--- src/rtl/traffic_light_monitor.sv ---
// Passive checker on the red/yellow/green lamp stream: decodes the phase and flags
// illegal lamp codes, out-of-order transitions and wrong dwell times.
module traffic_light_monitor #(
  parameter int DWELL = 10,
  parameter int CW    = 8
) (
  input  logic          clk,
  input  logic          rst_n,
  input  logic          red,
  input  logic          yellow,
  input  logic          green,
  output logic [1:0]    phase,
  output logic          locked,
  output logic          err_lamp,
  output logic          err_order,
  output logic          err_dwell,
  output logic          err_sticky,
  output logic [CW-1:0] cycle_count
);

  typedef enum logic [1:0] {UNSYNC, SEEN, TRACK} st_e;

  localparam logic [1:0]    PH_RED    = 2'b00;
  localparam logic [1:0]    PH_GREEN  = 2'b01;
  localparam logic [1:0]    PH_YELLOW = 2'b10;
  localparam logic [1:0]    PH_NONE   = 2'b11;
  localparam logic [CW-1:0] DWELL_C   = CW'(DWELL);
  localparam logic [CW-1:0] ONE_C     = CW'(1);

  function automatic logic [CW-1:0] sat_inc(input logic [CW-1:0] v);
    return (&v) ? v : v + ONE_C;
  endfunction

  function automatic logic next_ok(input logic [1:0] from_ph, input logic [1:0] to_ph);
    case (from_ph)
      PH_RED:    return to_ph == PH_GREEN;
      PH_GREEN:  return to_ph == PH_YELLOW;
      PH_YELLOW: return to_ph == PH_RED;
      default:   return 1'b0;
    endcase
  endfunction

  st_e           st_q, st_d;
  logic [1:0]    cur_q, cur_d;
  logic [CW-1:0] run_q, run_d;
  logic          over_q, over_d;
  logic [1:0]    phase_q, phase_d;
  logic          locked_q, locked_d;
  logic          err_lamp_q, err_lamp_d;
  logic          err_order_q, err_order_d;
  logic          err_dwell_q, err_dwell_d;
  logic          err_sticky_q, err_sticky_d;
  logic [CW-1:0] cycle_count_q, cycle_count_d;

  logic          samp_legal;
  logic [1:0]    samp;

  always_comb begin
    samp_legal = 1'b1;
    samp       = PH_NONE;
    case ({red, green, yellow})
      3'b100:  samp = PH_RED;
      3'b010:  samp = PH_GREEN;
      3'b001:  samp = PH_YELLOW;
      default: samp_legal = 1'b0;
    endcase
  end

  always_comb begin
    st_d          = st_q;
    cur_d         = cur_q;
    run_d         = run_q;
    over_d        = over_q;
    cycle_count_d = cycle_count_q;
    err_lamp_d    = 1'b0;
    err_order_d   = 1'b0;
    err_dwell_d   = 1'b0;

    case (st_q)
      UNSYNC: begin
        // Illegal codes are ignored here so an all-dark lamp head after reset is not an error.
        if (samp_legal) begin
          cur_d  = samp;
          run_d  = ONE_C;
          over_d = 1'b0;
          st_d   = SEEN;
        end
      end
      SEEN, TRACK: begin
        if (!samp_legal) begin
          err_lamp_d = 1'b1;
          st_d       = UNSYNC;
          run_d      = '0;
          over_d     = 1'b0;
        end else if (samp == cur_q) begin
          run_d = sat_inc(run_q);
          if (st_q == TRACK && run_q == DWELL_C && !over_q) begin
            err_dwell_d = 1'b1;
            over_d      = 1'b1;
          end
        end else begin
          cur_d  = samp;
          run_d  = ONE_C;
          over_d = 1'b0;
          if (st_q == SEEN) begin
            // The first observed phase is partial, so only ordering is judged.
            if (next_ok(cur_q, samp)) st_d = TRACK;
            else                      err_order_d = 1'b1;
          end else begin
            err_order_d = !next_ok(cur_q, samp);
            err_dwell_d = (run_q < DWELL_C) && !over_q;
            if (cur_q == PH_YELLOW && samp == PH_RED)
              cycle_count_d = sat_inc(cycle_count_q);
          end
        end
      end
      default: st_d = UNSYNC;
    endcase

    phase_d      = (st_d == UNSYNC) ? PH_NONE : cur_d;
    locked_d     = (st_d == TRACK);
    err_sticky_d = err_sticky_q | err_lamp_d | err_order_d | err_dwell_d;
  end

  always_ff @(posedge clk or negedge rst_n) begin
    if (!rst_n) begin
      st_q          <= UNSYNC;
      cur_q         <= PH_RED;
      run_q         <= '0;
      over_q        <= 1'b0;
      phase_q       <= PH_NONE;
      locked_q      <= 1'b0;
      err_lamp_q    <= 1'b0;
      err_order_q   <= 1'b0;
      err_dwell_q   <= 1'b0;
      err_sticky_q  <= 1'b0;
      cycle_count_q <= '0;
    end else begin
      st_q          <= st_d;
      cur_q         <= cur_d;
      run_q         <= run_d;
      over_q        <= over_d;
      phase_q       <= phase_d;
      locked_q      <= locked_d;
      err_lamp_q    <= err_lamp_d;
      err_order_q   <= err_order_d;
      err_dwell_q   <= err_dwell_d;
      err_sticky_q  <= err_sticky_d;
      cycle_count_q <= cycle_count_d;
    end
  end

  assign phase       = phase_q;
  assign locked      = locked_q;
  assign err_lamp    = err_lamp_q;
  assign err_order   = err_order_q;
  assign err_dwell   = err_dwell_q;
  assign err_sticky  = err_sticky_q;
  assign cycle_count = cycle_count_q;

endmodule

--- config.mk ---
export PLATFORM = sky130hd
export DESIGN_NAME = traffic_light_monitor
export DESIGN_NICKNAME = d
export VERILOG_FILES = /design/src/rtl/traffic_light_monitor.sv
export SDC_FILE = /design/constraint.sdc
export NUM_CORES = 1
export LEC_CHECK = 0
export ABC_AREA = 1
export BUFFER_PORTS_ARGS = -buffer_cell sky130_fd_sc_hd__buf_2
export CELL_PAD_IN_SITES_DETAIL_PLACEMENT = 1
export CELL_PAD_IN_SITES_GLOBAL_PLACEMENT = 1
export CORE_ASPECT_RATIO = 1.4
export CORE_UTILIZATION = 45
export DETAILED_ROUTE_END_ITERATION = 8
export PLACE_DENSITY = 0.94
export SLEW_MARGIN = 20
export SYNTH_ARGS = -nofsm -noshare
export SYNTH_HDL_FRONTEND = slang
export SYNTH_SLANG_ARGS = --single-unit
--- constraint.sdc ---
create_clock -name clk -period 3.5 [get_ports clk]
set_input_delay 0.175 -clock clk [delete_from_list [all_inputs] [get_ports clk]]
set_output_delay 0.175 -clock clk [all_outputs]
set_load 0.02 [all_outputs]
---- Yosys cells after proc, flatten, opt, wreduce, memory -nomap -nowiden ----
Cells that the tools add are included.
operators by class
  equality and inequality tests ........... 15
  muxes and demuxes ....................... 44
  reductions and logical operators ........ 18
  $lt $le $gt $ge ......................... 1
  $add $sub $neg .......................... 2
  bitwise gates (word level) .............. 6
operator list
  kind                   number
  $mux W8                4
  $mux W1                25
  $mux W2                9
  $add A8 B1 Y8 const B  2
  $pmux W8 S2            1
  $reduce_and A8 Y1      2
  $eq A2 B2 Y1 const B   4
  $eq A8 B4 Y1 const B   1
  $logic_not A2 Y1       4
  $lt A8 B4 Y1 const B   1
  $ne A4 B4 Y1 const B   2
  $pmux W2 S2            2
  $eq A2 B1 Y1 const B   3
  $pmux W2 S3            1
  $reduce_and A3 Y1      2
  $reduce_and A6 Y1      1
  $logic_and A1 B1 Y1    4
  $eq A3 B1 Y1 const B   1
  $eq A3 B2 Y1 const B   1
  $eq A3 B3 Y1 const B   1
  $not A1 Y1             3
  $or A1 B1 Y1           3
  $pmux W1 S3            1
  $reduce_or A3 Y1       1
  6 further kinds        7
word-level totals
  bits in registers ....................... 28
  input bits .............................. 5
  logic and storage cells ................. 97
  output and inout port bits .............. 15

---- Longest topological paths before layout ----
Gate-level depths: netlist of run 1.
  word-level depth ........................ 15
  gate-level depth with buffers ........... 13
  mapped depth without buffers ............ 13

---- Worst setup path before layout of run 1 ----
Ideal clock, no wire load.
  path kind ............................... register -> register
  start ................................... register st_q[0]
  end ..................................... register cycle_count_q[5] (netlist: cycle_count[5])
  period minus slack after synthesis ...... 1.561 ns
  buffers on the path ..................... 0
  library setup time ...................... 0.080 ns
  stages on the path, launching flop included .. 8
  slack ................................... 1.939 ns
  data required time ...................... 3.420 ns
  arrival time ............................ 1.481 ns
  path through ............................ dfrtp_1 -> inv_1 -> ha_1 -> nand3b_1 -> nor2_4 -> nand2_1 -> nor2_1 -> xor2_1
between the ends
  cells in the longest elaborated chain, start to end .. 3
ends and longest elaborated chain
  item                                            RTL line  text
  start, declared                                 43        st_e st_q, st_d;
  start signal, assigned                          139       st_q <= st_d;
  $eq A2 B2 Y1 or $eq A2 B1 Y1 (tied branches)    79, 105
  $reduce_or A2 Y1 or $not A1 Y1 (tied branches)  --
  $reduce_and A6 Y1 (no line) (*)                 --
  end signal, assigned                            149       cycle_count_q <= cycle_count_d;
  end, declared                                   53        logic [CW-1:0] cycle_count_q, cycle_count_d;
Every way passes the cells marked *; elsewhere a longest branch is shown, timed or not.
A chain may end at the register's enable or synchronous reset.

---- Worst setup path in the final report of run 1 ----
Ends and elaborated chain as after synthesis.

==> run_results.csv, run 1 <==
group,metric,value,unit
clock_tree,htree_levels,1,
logic_synthesis,yosysTopAreaCellShare,39.1,%
logic_synthesis,synth-xor-area-share,7.29,%
logic_synthesis,synthTopCellsByArea,"dfrtp_1 39%, nand2_1 14%, nand3_1 6.9%",
cells_and_area,antenna_cells,0,
global_routing,grt_pass1_wl,7.11,mm
logic_synthesis,postSynthAreaPerCell,7.78,µm²
clock_tree,post_cts_buffers,0,
logic_synthesis,syn-num-nets,226,
logic_synthesis,seq_area_frac_synth,42.3,%
global_routing,grt_max_degree,29,
cells_and_area,final_nets,251,
setup_path,reg2reg_slack,1.70,ns
timing,worst_pin_slew,0.644,ns
timing,layout_min_cycle_time,1.80,ns
clock_tree,cts.reportedPaths.clkPinSlew,0.10,ns
timing,tns,0,ns
hold_path,min_path_type,"input pin to register",
timing,rsz0062_at_grt,"false",
timing,fin_skew,0.00506,ns
logic_synthesis,synthDistinctLibCells,23,
setup_path,critPathLaunchType,"register",
global_routing,antenna_found_initial,0,
power_and_ir_drop,ir_drop,313,µV
routing,highest_layer,"met4",
routing,drt_iter0_drc,19,
hold_path,hold_depth,4,
routing,drtPass1Iterations,4,
routing,wire_per_inst,15.6,µm
logic_synthesis,ys_ff_latch,28,
power_and_ir_drop,p_per_area,581,nW/µm²
power_and_ir_drop,p_leak,1.06,nW
logic_synthesis,synth_fa_ha_area_share,5.26,%
timing,fmax,556,MHz
clock_tree,clk_latency,0.28,ns
timing,timing.slew.headroom,57.1,%
setup_path,cp_max_fo,8,
run_status,outcome,"finished, final reports clean",
logic_synthesis,synth_mux_area_share,0,%
placed_design,gp_congestion,0.857,
routing,num_vias,1463,
logic_synthesis,synth_compound_area_share,4.51,%
clock_tree,cts_buffers,3,
clock_tree,cts_tree,"done",
timing,period_share,51.4,%
setup_path,critPathLaunch,"st_q[0]",
timing,setup_viol,0,
logic_synthesis,yosys.area_share.simple,33.5,%
logic_synthesis,yosys_warnings,0,
logic_synthesis,synth_top_family_by_area,"simple AND/OR/NAND/NOR gates",
cells_and_area,regArea,703,µm²
setup_path,r2r_start,"st_q[0]",
timing,maxSlewViolCount,0,
setup_path,crit_type,"register to register",
routing,drt-vias-per-instance,5.26,
setup_path,cp-endpoint,"cycle_count[5]",
logic_synthesis,syn-cell-area,1660,µm²
global_routing,grt_usage,25.4,%
clock_tree,ctsRootBufferMaster,"clkbuf_8",
routing,wl_met2,2.37,mm
routing,wl_met1,1.79,mm
floorplan,num_rows,25,
setup_path,worstPathRequired,3.71,ns
floorplan,die_w,53.4,µm
floorplan,die_h,74.0,µm
floorplan,io_pins,20,
floorplan,start_util,48.4,%
cells_and_area,area_growth,13.6,%
setup_path,end_kind,"register",
global_routing,grt_pass1_vias,1574,
routing,ant_nets,0,
setup_path,worstReg2RegEnd,"cycle_count[5]",
cells_and_area,multi_input_area,842,µm²
timing,hold_viol,0,
placed_design,port_buffers,19,
clock_tree,clk_path_buf_depth,2,
floorplan,core_area,3440,µm²
global_routing,gr-total-overflow,0,
routing,drc,0,
logic_synthesis,synthCells,214,
job,drv_cap,0,
logic_synthesis,synth_largest_area_cell,"dfrtp_1",
floorplan,die_area,3950,µm²
clock_tree,cts.sinks,28,
setup_path,rr_worst_depth,7,
routing,routed_wl,4.33,mm
routing,wl_met3,69,µm
cells_and_area,fillerInstances,443,
cells_and_area,drive_gt1_share,17.2,%
cells_and_area,final_util,54.9,%
setup_path,worstPathArrival,2.01,ns
placed_design,hpwl,3.17,mm
[sequential cells by signal, indices dropped and copies added, names as in the netlist]
register     flops
err_sticky       1
st_q             2
locked           1
run_q            8
cycle_count      8
phase            2
err_order        1
err_dwell        1
over_q           1
cur_q            2
err_lamp         1
[report_power, final]
group | switching [mW] | internal, mW | total [mW]
clock network | 0.107 | 0.153 | 0.260
registers | 0.0344 | 0.383 | 0.417
logic | 0.301 | 0.120 | 0.421
[cell families (layout without fill, tap and decap cells)]
| logic type | after synthesis | count (layout) |
|---|---|---|
| DFF | 28 | 28 |
| xor gates and xnor gates | 13 | 13 |
| AOI/OAI and AO/OA | 12 | 12 |
| buffers and inverters | 31 | 55 |
| and+or+nand+nor | 123 | 123 |
| adders and majority gates | 7 | 7 |
[critical path: stages, from the launching register on]
cell,delay [ns]
dfrtp_1,0.41
inv_1,0.09
ha_1,0.44
nand3b_1,0.18
nor2_4,0.22
nand2_1,0.12
nor2_1,0.13
xor2_1,0.15
[how the worst min path moves through the flow]
| stage | startpoint | end | slack, ns |
|---|---|---|---|
| after floorplan | rst_n | cur_q[0] | -0.12 |
| after CTS | red | err_order | 0.41 |
| after detailed placement | rst_n | run_q[4] | 0.23 |
| after global placement | rst_n | run_q[6] | 0.22 |
| after global routing | red | err_order | 0.46 |
| final | red | err_order | 0.42 |
[area by class of cell]
class,instances,area share [%]
flip-flops and latches,28,37.2
clock inverters,1,1.59
inverters,31,6.29
repair buffers,20,5.56
well taps,40,2.65
multi-input cells,155,44.5
clock buffers,3,2.18
[stage by stage]
| step | area [µm²] | hold slack [ns] | power [mW] | setup slack, ns | std cells |
|---|---|---|---|---|---|
| floorplan | 1660 | -0.121 | 0.721 | 1.94 | 214 |
| global placement | 1810 | 0.216 | 0.814 | 1.78 | 273 |
| detailed placement | 1810 | 0.235 | 0.842 | 1.71 | 273 |
| CTS | 1890 | 0.407 | 1.11 | 1.70 | 278 |
| global route | 1890 | 0.456 | 1.17 | 1.51 | 278 |
| finish | 1890 | 0.417 | 1.10 | 1.70 | 278 |
[timing repair]
action | 4_1_cts | 5_1_grt
gates resized for setup | 0 | 0
hold buffers | 1 | 0
hold endpoints to repair | 26 | 0
[layout by cell type, fill, tap and decap left out]
cell and n:
a21oi_1 1, a21oi_2 1, buf_2 19, bufinv_16 1
clkbuf_8 3, dfrtp_1 26, dfstp_2 2, dlygate4sd3_1 1
ha_1 7, inv_1 26, inv_2 4, inv_4 1
nand2_1 60, nand2_2 3, nand2_4 2, nand3_1 23
nand3b_1 2, nand4_1 5, nor2_1 19, nor2_2 1
nor2_4 2, nor3_1 6, o21ai_0 9, o21ai_4 1
xnor2_1 4, xor2_1 8, xor2_2 1
[metal layers]
layer / global-route usage (%) / vias up
met1: 29.1 / 713
met3: 4.09 / 9
met4: 10.5 / 0
met5: 0 / -
met2: 45.4 / 20
li1: - / 721
[synthesized netlist by cell type, drive strengths merged]
library cell  number
a21oi              2
dfrtp             26
dfstp              2
ha                 7
inv               31
nand2             65
nand3             23
nand3b             2
nand4              5
nor2              22
nor3               6
o21ai             10
xnor2              4
xor2               9
(Power assumes the default switching activity.)
==> run 2, diff against run 1 <==
--- a/config.mk
+++ b/config.mk
@@ -10,9 +10,9 @@
 export CELL_PAD_IN_SITES_DETAIL_PLACEMENT = 1
 export CELL_PAD_IN_SITES_GLOBAL_PLACEMENT = 1
 export CORE_ASPECT_RATIO = 1.4
-export CORE_UTILIZATION = 45
+export CORE_UTILIZATION = 42
 export DETAILED_ROUTE_END_ITERATION = 8
-export PLACE_DENSITY = 0.94
+export PLACE_DENSITY = 0.89
 export SLEW_MARGIN = 20
 export SYNTH_ARGS = -nofsm -noshare
 export SYNTH_HDL_FRONTEND = slang
==> constraint.sdc (replaced) <==
create_clock -name clk -period 1.71 [get_ports clk]
set_input_delay 0.0855 -clock clk [delete_from_list [all_inputs] [get_ports clk]]
set_output_delay 0.0855 -clock clk [all_outputs]
set_load 0.02 [all_outputs]
==> run 2 against run 1 <==
  * Critical path depth stayed put
  * First-iteration DRC count is 68% higher
  * Wire length is 10% lower
  * Maximum frequency is 12% higher
  * Total power is 110% higher
  * Core utilization is 2.6 points lower
  * Via count is 0.14% higher
  * Largest cell class unchanged
==> run_results.csv, run 2 (synthesized netlist as in run 1, its figures left out) <==
group,metric,value,unit
run_status,outcome,"finished, final reports clean",
setup_path,rr_worst_depth,7,
setup_path,worstReg2RegEnd,"cycle_count[5]",
timing,fin_skew,0.00370,ns
setup_path,max_stage_delay,0.41,ns
global_routing,use_met1,22.5,%
routing,drt-vias-per-instance,5.16,
cells_and_area,layout_commonest_cell,"nand2_1",
power_and_ir_drop,combPwrFrac,39.0,%
timing,tns,0,ns
cells_and_area,final_cell_mix,"60 x nand2_1, 26 x inv_1, 26 x dfrtp_1, 23 x nand3_1",
floorplan,start_util,44.9,%
clock_tree,cts.sinks,28,
timing,maxSlewViolCount,0,
timing,setup_viol,0,
global_routing,gr-total-overflow,0,
placed_design,dpl-instance-area,1840,µm²
clock_tree,cts_tree,"done",
clock_tree,clk_latency,0.28,ns
floorplan,die_h,76.5,µm
setup_path,r2r_start,"st_q[0]",
cells_and_area,final_cell_area,1940,µm²
cells_and_area,antenna_cells,0,
setup_path,end_kind,"register",
setup_path,cp_slowest_cell,"dfrtp_1",
timing,rsz0062_at_grt,"false",
timing,fin_ws,0.106,ns
placed_design,gp_congestion,0.847,
power_and_ir_drop,seq_power_share,37.7,%
setup_path,cp_cell_sequence,"inv_1 -> ha_4 -> nand3b_1 -> nor2_4 -> nand2_1 -> nor2_1 -> xor2_1",
hold_path,hp-start,"yellow",
power_and_ir_drop,p_per_area,1170,nW/µm²
power_and_ir_drop,ir_drop,538,µV
global_routing,top_usage_layer,"met2",
floorplan,die_area,4220,µm²
power_and_ir_drop,netSwitchingPower,0.895,mW
routing,drtPass1Iterations,4,
routing,drc,0,
routing,drt_iter0_drc,32,
clock_tree,clk_path_buf_depth,2,
floorplan,core_area,3710,µm²
global_routing,grt_max_degree,29,
power_and_ir_drop,power_frac_clock,23.3,%
power_and_ir_drop,internal-power,1.38,mW
clock_tree,htree_levels,1,
setup_path,reg2reg_slack,0.11,ns
setup_path,critPathLaunchType,"register",
timing,timing.slew.headroom,58.7,%
timing,worst_pin_slew,0.620,ns
routing,wire_per_inst,13.7,µm
timing,whs,0.321,ns
hold_path,min_path_type,"input pin to register",
floorplan,num_rows,26,
global_routing,use_met2,38.0,%
routing,ant_nets,0,
clock_tree,cts.reportedPaths.clkPinSlew,0.09,ns
global_routing,gr-usage-met3,1.53,%
timing,layout_min_cycle_time,1.60,ns
timing,period_share,93.8,%
global_routing,antenna_found_initial,0,
hold_path,hold-path-endpoint,"phase[1]",
setup_path,cp_max_fo,5,
clock_tree,ctsRootBufferMaster,"clkbuf_8",
placed_design,hpwl,3.06,mm
clock_tree,cts_buffers,3,
timing,fmax,623,MHz
routing,routed_wl,3.88,mm
job,drv_cap,0,
floorplan,io_pins,20,
floorplan,die_w,55.2,µm
setup_path,worstPathArrival,1.81,ns
cells_and_area,area_growth,16.6,%
hold_path,hold_depth,5,
setup_path,worstPathRequired,1.91,ns
cells_and_area,drive_gt1_share,19.4,%
timing,hold_viol,0,
global_routing,grt_usage,20.1,%
global_routing,grt_pass1_vias,1540,
power_and_ir_drop,p_leak,1.08,nW
placed_design,dpl_worst_slack,0.0719,ns
cells_and_area,final_nets,255,
routing,num_vias,1465,
power_and_ir_drop,netSwitchingFraction,39.3,%
setup_path,crit_type,"register to register",
global_routing,grt_pass1_wl,6.77,mm
placed_design,port_buffers,19,
run 2: changes by cell type in the layout (fill, tap and decap cells not counted):
cell | before | now
ha_4 | 0 | 1
buf_4 | 0 | 4
ha_1 | 7 | 6
nor3_1 | 6 | 5
nor3_2 | 0 | 1
run 2: cell type report:
class / count / area (µm²)
multi-input combinational: 155 / 860
fill: 483 / 1770
clock inverter: 1 / 30.0
sequential: 28 / 703
tap: 42 / 52.6
inverter: 31 / 119
clock buffer: 3 / 41.3
timing repair buffer: 24 / 135
run 2: worst max-delay path by stage:
stage / slack (ns) / cells past startpoint / start / to
after CTS: 0.04 / 7 / st_q[0] / cycle_count[5]
after global routing: 0.003 / 7 / st_q[0] / cycle_count[5]
after floorplan: 0.15 / 7 / st_q[0] / cycle_count[5]
after detailed placement: 0.07 / 7 / st_q[0] / run_q[7]
after global placement: 0.15 / 7 / st_q[0] / cycle_count[5]
final: 0.11 / 7 / st_q[0] / cycle_count[5]
run 2: timing repair:
action	in CTS	in global routing
gates resized for setup	0	2
hold buffers	1	0
setup buffers	0	0
setup endpoints to repair	0	10
hold endpoints to repair	26	0
run 2: power by group through the flow:
stage | combinational, mW | clock (mW) | sequential (mW)
finish | 0.890 | 0.531 | 0.858
global route | 1.01 | 0.563 | 0.872
CTS | 0.873 | 0.539 | 0.861
detailed placement | 0.868 | 0 | 0.873
global placement | 0.830 | 0 | 0.866
floorplan | 0.532 | 0 | 0.943
run 2: through the flow:
stage / utilization (%) / power [mW] / cells
2_1_floorplan: - / 1.48 / 214
4_1_cts: 51.9 / 2.27 / 284
3_3_place_gp: 49.7 / 1.70 / 279
3_5_place_dp: 49.7 / 1.74 / 279
6_report: 52.3 / 2.28 / 284
5_1_grt: 52.3 / 2.44 / 284
run 2: critical path, delay by kind of cell, from the launching register on:
family	cells	cell delay, ns
XOR/XNOR	1	0.17
AND/OR/NAND/NOR	4	0.51
buffers and inverters	1	0.12
adder cells (fa/ha/maj)	1	0.30
flip-flops	1	0.41
run 2: layer usage:
metal,part of all wire (%),vias to the layer above
li1,-,727
met5,0,-
met4,2.1,0
met1,42,715
met3,1.5,7
met2,54,16
